### src/rtl/afu_port_flr_seq.sv
// Per-port FLR sequencer: gate new TX packets at a boundary, drain, hold port reset, pulse done.
// Optional drain watchdog enabled by defining AFU_PORT_FLR_TIMEOUT_EN.
module afu_port_flr_seq #(
  parameter int NUM_PORTS     = 4,
  parameter int RST_HOLD_CYC  = 16,
  parameter int DRAIN_TIMEOUT = 1024
) (
  input  logic                   clk,
  input  logic                   rst_n,
  input  logic [NUM_PORTS-1:0]   port_flr_req,
  input  logic [NUM_PORTS-1:0]   afu_tx_tvalid,
  input  logic [NUM_PORTS-1:0]   afu_tx_tlast,
  output logic [NUM_PORTS-1:0]   afu_tx_tready,
  output logic [NUM_PORTS-1:0]   mux_tx_tvalid,
  input  logic [NUM_PORTS-1:0]   mux_tx_tready,
  output logic [NUM_PORTS-1:0]   port_rst_n,
  output logic [NUM_PORTS-1:0]   flr_done,
  output logic [NUM_PORTS-1:0]   drain_timeout_err,
  output logic [2*NUM_PORTS-1:0] dbg_state_o
);

  // TX handshake: a beat transfers on afu_tx_tvalid & afu_tx_tready; tvalid is never
  // forced by this block, only masked while a port is gated between packets.

  localparam int CNT_MAX = (RST_HOLD_CYC > DRAIN_TIMEOUT) ? RST_HOLD_CYC : DRAIN_TIMEOUT;
  localparam int CW      = $clog2(CNT_MAX + 1);
  localparam logic [CW-1:0] HOLD_LOAD = CW'(RST_HOLD_CYC);
`ifdef AFU_PORT_FLR_TIMEOUT_EN
  localparam logic [CW-1:0] DRAIN_LIMIT = CW'(DRAIN_TIMEOUT);
`endif

  typedef enum logic [1:0] {
    IDLE  = 2'd0,
    DRAIN = 2'd1,
    HOLD  = 2'd2,
    DONE  = 2'd3
  } state_e;

  for (genvar p = 0; p < NUM_PORTS; p++) begin : g_port
    state_e        state_q, state_d;
    logic [CW-1:0] cnt_q, cnt_d;
    logic          in_pkt_q, in_pkt_d, in_pkt_hs;
    logic          gate_q, gate_eff, hs;
    logic          rst_n_q, done_q;
    // Power-on hold returns to IDLE without a completion pulse.
    logic          por_q, por_d;

    assign gate_eff         = gate_q & ~in_pkt_q;
    assign mux_tx_tvalid[p] = afu_tx_tvalid[p] & ~gate_eff;
    assign afu_tx_tready[p] = mux_tx_tready[p] & ~gate_eff;
    assign hs               = afu_tx_tvalid[p] & afu_tx_tready[p];
    assign in_pkt_hs        = hs ? ~afu_tx_tlast[p] : in_pkt_q;

    assign port_rst_n[p]          = rst_n_q;
    assign flr_done[p]            = done_q;
    assign dbg_state_o[2*p +: 2]  = state_q;

`ifdef AFU_PORT_FLR_TIMEOUT_EN
    logic err_q, err_d;
    assign drain_timeout_err[p] = err_q;
`else
    assign drain_timeout_err[p] = 1'b0;
`endif

    always_comb begin
      state_d  = state_q;
      cnt_d    = cnt_q;
      in_pkt_d = in_pkt_hs;
      por_d    = por_q;
`ifdef AFU_PORT_FLR_TIMEOUT_EN
      err_d    = err_q;
`endif
      case (state_q)
        IDLE, DONE: begin
          state_d = IDLE;
          if (port_flr_req[p]) begin
            // Decide on the post-handshake packet state so a tlast this cycle skips DRAIN.
            if (in_pkt_hs) begin
              state_d = DRAIN;
              cnt_d   = CW'(1);
            end else begin
              state_d = HOLD;
              cnt_d   = HOLD_LOAD;
            end
          end
        end
        DRAIN: begin
          if (!in_pkt_hs) begin
            state_d = HOLD;
            cnt_d   = HOLD_LOAD;
          end
`ifdef AFU_PORT_FLR_TIMEOUT_EN
          else if (cnt_q >= DRAIN_LIMIT) begin
            state_d  = HOLD;
            cnt_d    = HOLD_LOAD;
            in_pkt_d = 1'b0;
            err_d    = 1'b1;
          end else begin
            cnt_d = cnt_q + CW'(1);
          end
`endif
        end
        HOLD: begin
          if (cnt_q <= CW'(1)) begin
            state_d = por_q ? IDLE : DONE;
            por_d   = 1'b0;
          end else begin
            cnt_d = cnt_q - CW'(1);
          end
        end
        default: state_d = IDLE;
      endcase
    end

    always_ff @(posedge clk or negedge rst_n) begin
      if (!rst_n) begin
        state_q  <= HOLD;
        cnt_q    <= HOLD_LOAD;
        in_pkt_q <= 1'b0;
        gate_q   <= 1'b1;
        rst_n_q  <= 1'b0;
        done_q   <= 1'b0;
        por_q    <= 1'b1;
`ifdef AFU_PORT_FLR_TIMEOUT_EN
        err_q    <= 1'b0;
`endif
      end else begin
        state_q  <= state_d;
        cnt_q    <= cnt_d;
        in_pkt_q <= in_pkt_d;
        gate_q   <= (state_d == DRAIN) || (state_d == HOLD);
        rst_n_q  <= (state_d != HOLD);
        done_q   <= (state_d == DONE);
        por_q    <= por_d;
`ifdef AFU_PORT_FLR_TIMEOUT_EN
        err_q    <= err_d;
`endif
      end
    end
  end

endmodule

### config.mk
export PLATFORM = sky130hd
export DESIGN_NAME = afu_port_flr_seq
export DESIGN_NICKNAME = d
export VERILOG_FILES = /design/src/rtl/afu_port_flr_seq.sv
export SDC_FILE = /design/constraint.sdc
export NUM_CORES = 1
export LEC_CHECK = 0
export ABC_CLOCK_PERIOD_IN_PS = 2910
export BUFFER_PORTS_ARGS = -buffer_cell sky130_fd_sc_hd__buf_2
export CAP_MARGIN = 20
export CORE_MARGIN = 3
export CORE_UTILIZATION = 59
export CTS_BUF_LIST = sky130_fd_sc_hd__clkbuf_16
export DETAILED_ROUTE_END_ITERATION = 8
export MAX_ROUTING_LAYER = met4
export PLACE_DENSITY = 0.81
export SLEW_MARGIN = 20
export SYNTH_ARGS = -nofsm -noshare
export SYNTH_HDL_FRONTEND = slang
export SYNTH_SLANG_ARGS = --single-unit
### constraint.sdc
create_clock -name clk -period 2.91 [get_ports clk]
set_clock_uncertainty 0.2 [all_clocks]
set_input_delay 0.1455 -clock clk [delete_from_list [all_inputs] [get_ports clk]]
set_output_delay 0.1455 -clock clk [all_outputs]
set_load 0.01 [all_outputs]
==> impl_metrics.py <==
metrics = {
    "outcome": {
        "outcome": "completed",
    },
    "logic_synthesis": {
        "synthTopCellsByArea": "dfrtp_1 33%, dfstp_2 9.9%, o21ai_0 6.6%",
        "seq_area_frac_synth_pct": 42.7,
        "yosys_warnings": 0,
        "ys_ff_latch": 72,
        "synth.avg_cell_area_sq_um": 9.05,
        "synth_top_cell_by_area": "dfrtp_1",
        "yosys_most_used_dff": "dfrtp_1",
        "synth_edf_count": 0,
        "ys_types": 65,
        "synth_async_sr_flop_share_pct": 100,
        "synth_area_sq_um": 4260,
        "yosysTopAreaCellShare_pct": 32.9,
        "syn_inst": 471,
    },
    "layout": {
        "fin_util_pct": 69.6,
        "regArea_sq_um": 1820,
        "multi_input_area_sq_um": 2150,
        "n_antenna_cell": 0,
        "fin_nets": 547,
        "layout-drive-gt1-share_pct": 17.7,
        "synthToLayoutAreaGrowth_pct": 12.9,
        "stdcell_count": 610,
        "fill_cells": 557,
    },
    "floorplanning": {
        "num_io_pins": 46,
        "initial_core_util_pct": 61.7,
        "die_w_microns": 91.0,
        "die_height_microns": 91.0,
        "core.rowCount": 30,
        "design.die.area_sq_um": 8280,
        "core_sq_um": 6910,
    },
    "pwr": {
        "power.density_nw_per_um2": 1140,
        "finalPower_uw": 5500,
        "ir_drop_mv": 0.789,
        "p_leak_uw": 0.00213,
    },
    "setup_path": {
        "critical_path.startpoint_type": "flip-flop",
        "crit_slowest_cell": "dfstp_2",
        "arrival_ps": 2590,
        "worstPathRequired_ps": 2970,
        "end_kind": "flip-flop",
        "cp_cell_sequence": "ha_1, nand2b_1, a211o_1, or4_1, o21ai_1",
        "cpPeakStageDelay_ps": 550,
        "worstSetupPathType": "reg -> reg",
        "rrSetupSlack_ps": 380,
        "path_max_fanout": 13,
    },
    "routing": {
        "detail-route-antenna-nets": 0,
        "routed-via-count": 3621,
        "first_pass_iters": 4,
        "totalWireLength_microns": 8830,
        "wl_per_cell_microns": 14.5,
        "viasPerCell": 5.94,
        "drc": 0,
        "drtIter0Drc": 167,
    },
    "timing": {
        "max_slew_margin_pct": 40.8,
        "finalCriticalPeriod_ps": 2530,
        "rsz0062_at_grt": "false",
        "final.setup.tns_ps": 0,
        "timing.fmax_mhz": 395,
        "slew_viol_final": 0,
        "tightestPinTransition_ps": 888,
        "final.period_utilization_pct": 87.1,
        "hold_violations": 0,
        "finalSetupViolCount": 0,
        "whs_ps": 24.7,
    },
    "cts": {
        "cts_tree": "yes",
        "cts_setup_buffers": 0,
        "cts_buffer_depth": 2,
        "clock_latency_ps": 330,
        "cts_root_buf": "clkbuf_16",
        "htreeDepth": 3,
        "cts_inserted_buffers": 9,
        "path_clk_slew_ps": 60,
        "clock_sinks": 72,
    },
    "global_route": {
        "grt_pass1_vias": 3671,
        "gr-total-overflow": 0,
        "grt_max_degree": 73,
        "grt_pass1_wl_microns": 15800,
        "grt_use_total_pct": 23.4,
        "antenna_found_initial": 0,
    },
    "placed_design": {
        "globalplace.congestion": 0.885,
        "portBuffers": 41,
        "dp_cells": 591,
        "dp_hpwl_microns": 6030,
    },
    "worst_hold_path": {
        "worstHoldPathType": "in -> reg",
    },
    "run": {
        "maxCapViolations": 0,
    },
}
flip-flops by register name, indices dropped and copies added (netlist names):
| name | flops |
|---|---|
| g_port.gate_q | 4 |
| g_port.state_q | 8 |
| g_port.in_pkt_q | 4 |
| g_port.cnt_q | 44 |
| g_port.rst_n_q | 4 |
| g_port.done_q | 4 |
| g_port.por_q | 4 |
path summary, 6_finish.rpt:
path / cells after the start / start / to
hold reg to reg: 2 / g_port[1].por_q$_DFFE_PN1P_ / g_port[1].por_q$_DFFE_PN1P_
min in group asynchronous: 3 / rst_n / g_port[1].done_q$_DFF_PN0_
setup / recovery: 5 / g_port[3].state_q[1]$_DFF_PN1_ / g_port[3].cnt_q[9]$_DFFE_PN0P_
max in group asynchronous: 3 / rst_n / g_port[2].cnt_q[3]$_DFFE_PN0P_
setup reg to reg: 5 / g_port[3].state_q[1]$_DFF_PN1_ / g_port[3].cnt_q[9]$_DFFE_PN0P_
hold / removal: 3 / afu_tx_tlast[1] / g_port[1].in_pkt_q$_DFF_PN0_
cell type report:
| type | instances | area share, % |
|---|---|---|
| clock buffers | 9 | 4.68 |
| clock inverters | 7 | 1.48 |
| inverters | 39 | 3.04 |
| multi-input cells | 338 | 44.7 |
| flip-flops and latches | 72 | 37.9 |
| well taps | 96 | 2.50 |
| repair buffers | 49 | 5.67 |
kinds of logic (layout without fill, tap and decap cells):
kind of cell / after synthesis / in the layout / synth area share, %
adders and majority gates: 20 / 20 / 5.87
other: 1 / 4 / 0.0880
and+or+nand+nor: 153 / 153 / 19.3
AOI/OAI and AO/OA: 154 / 154 / 23.3
buffers and inverters: 64 / 104 / 7.02
DFF: 72 / 72 / 42.7
muxes: 5 / 5 / 1.26
xor gates and xnor gates: 2 / 2 / 0.411
cell usage after synthesis, types with 3 or more instances:
| master | count |
|---|---|
| a211oi_1 | 3 |
| a21boi_0 | 4 |
| a21oi_1 | 24 |
| a221o_1 | 3 |
| a221oi_1 | 3 |
| a22oi_1 | 3 |
| a31oi_1 | 10 |
| and2_1 | 11 |
| and3b_1 | 3 |
| buf_4 | 13 |
| clkbuf_1 | 9 |
| dfrtp_1 | 56 |
| dfstp_2 | 16 |
| ha_1 | 20 |
| inv_1 | 38 |
| mux2_2 | 3 |
| nand2_1 | 30 |
| nand2b_1 | 12 |
| nand3_1 | 9 |
| nand4_1 | 4 |
| nor2_1 | 34 |
| nor2b_1 | 4 |
| nor3_1 | 13 |
| nor4_1 | 5 |
| o21ai_0 | 56 |
| o22ai_1 | 6 |
| o31ai_1 | 12 |
| o41ai_1 | 5 |
| or2_2 | 3 |
| or3_1 | 6 |
| or4_1 | 4 |
per-stage QoR:
step,area (sq um),setup slack (ps)
6_report,4810,376
5_1_grt,4810,257
4_1_cts,4810,404
3_5_place_dp,4480,415
3_3_place_gp,4480,496
2_1_floorplan,4270,598
what timing repair did:
item / in CTS / in global routing
hold endpoints to repair: 58 / 0
resized for setup: 0 / 0
hold buffers: 3 / 0
cell usage in the layout, fill, tap and decap left out, types with 5 or more instances in the layout:
cell type   n
nor2_1     34
inv_1      38
nand2b_1   12
dfstp_2    16
buf_2      41
nand3_1     9
nor3_1     13
o22ai_1     6
buf_4       5
ha_1       20
nor4_1      5
o31ai_1    12
o21ai_0    56
or3_1       6
o41ai_1     5
and2_1     11
a21oi_1    24
a31oi_1    10
nand2_1    30
clkbuf_16   9
dfrtp_1    56
critical path, delay by kind of cell (launching register included):
family / cells / cell delay, ps
compound gates: 2 / 590
flops: 1 / 550
simple gates: 2 / 820
fa+ha+maj: 1 / 300
power by group:
group          total (uW)  switching (uW)  internal [uW]
sequential           1640             286           1360
combinational        2770            1680           1090
clock                1090             427            663
total                5500            2400           3110
routing by layer:
metal	up-vias	routed length, microns	global-route usage [%]	part of all wire, %
met5	-	0	-	0
li1	1764	-	-	-
met2	86	4600	40.3	52
met4	0	58	9.17	0.66
met1	1765	3830	27.0	43
met3	6	332	4.23	3.8
(Power assumes the default switching activity.)
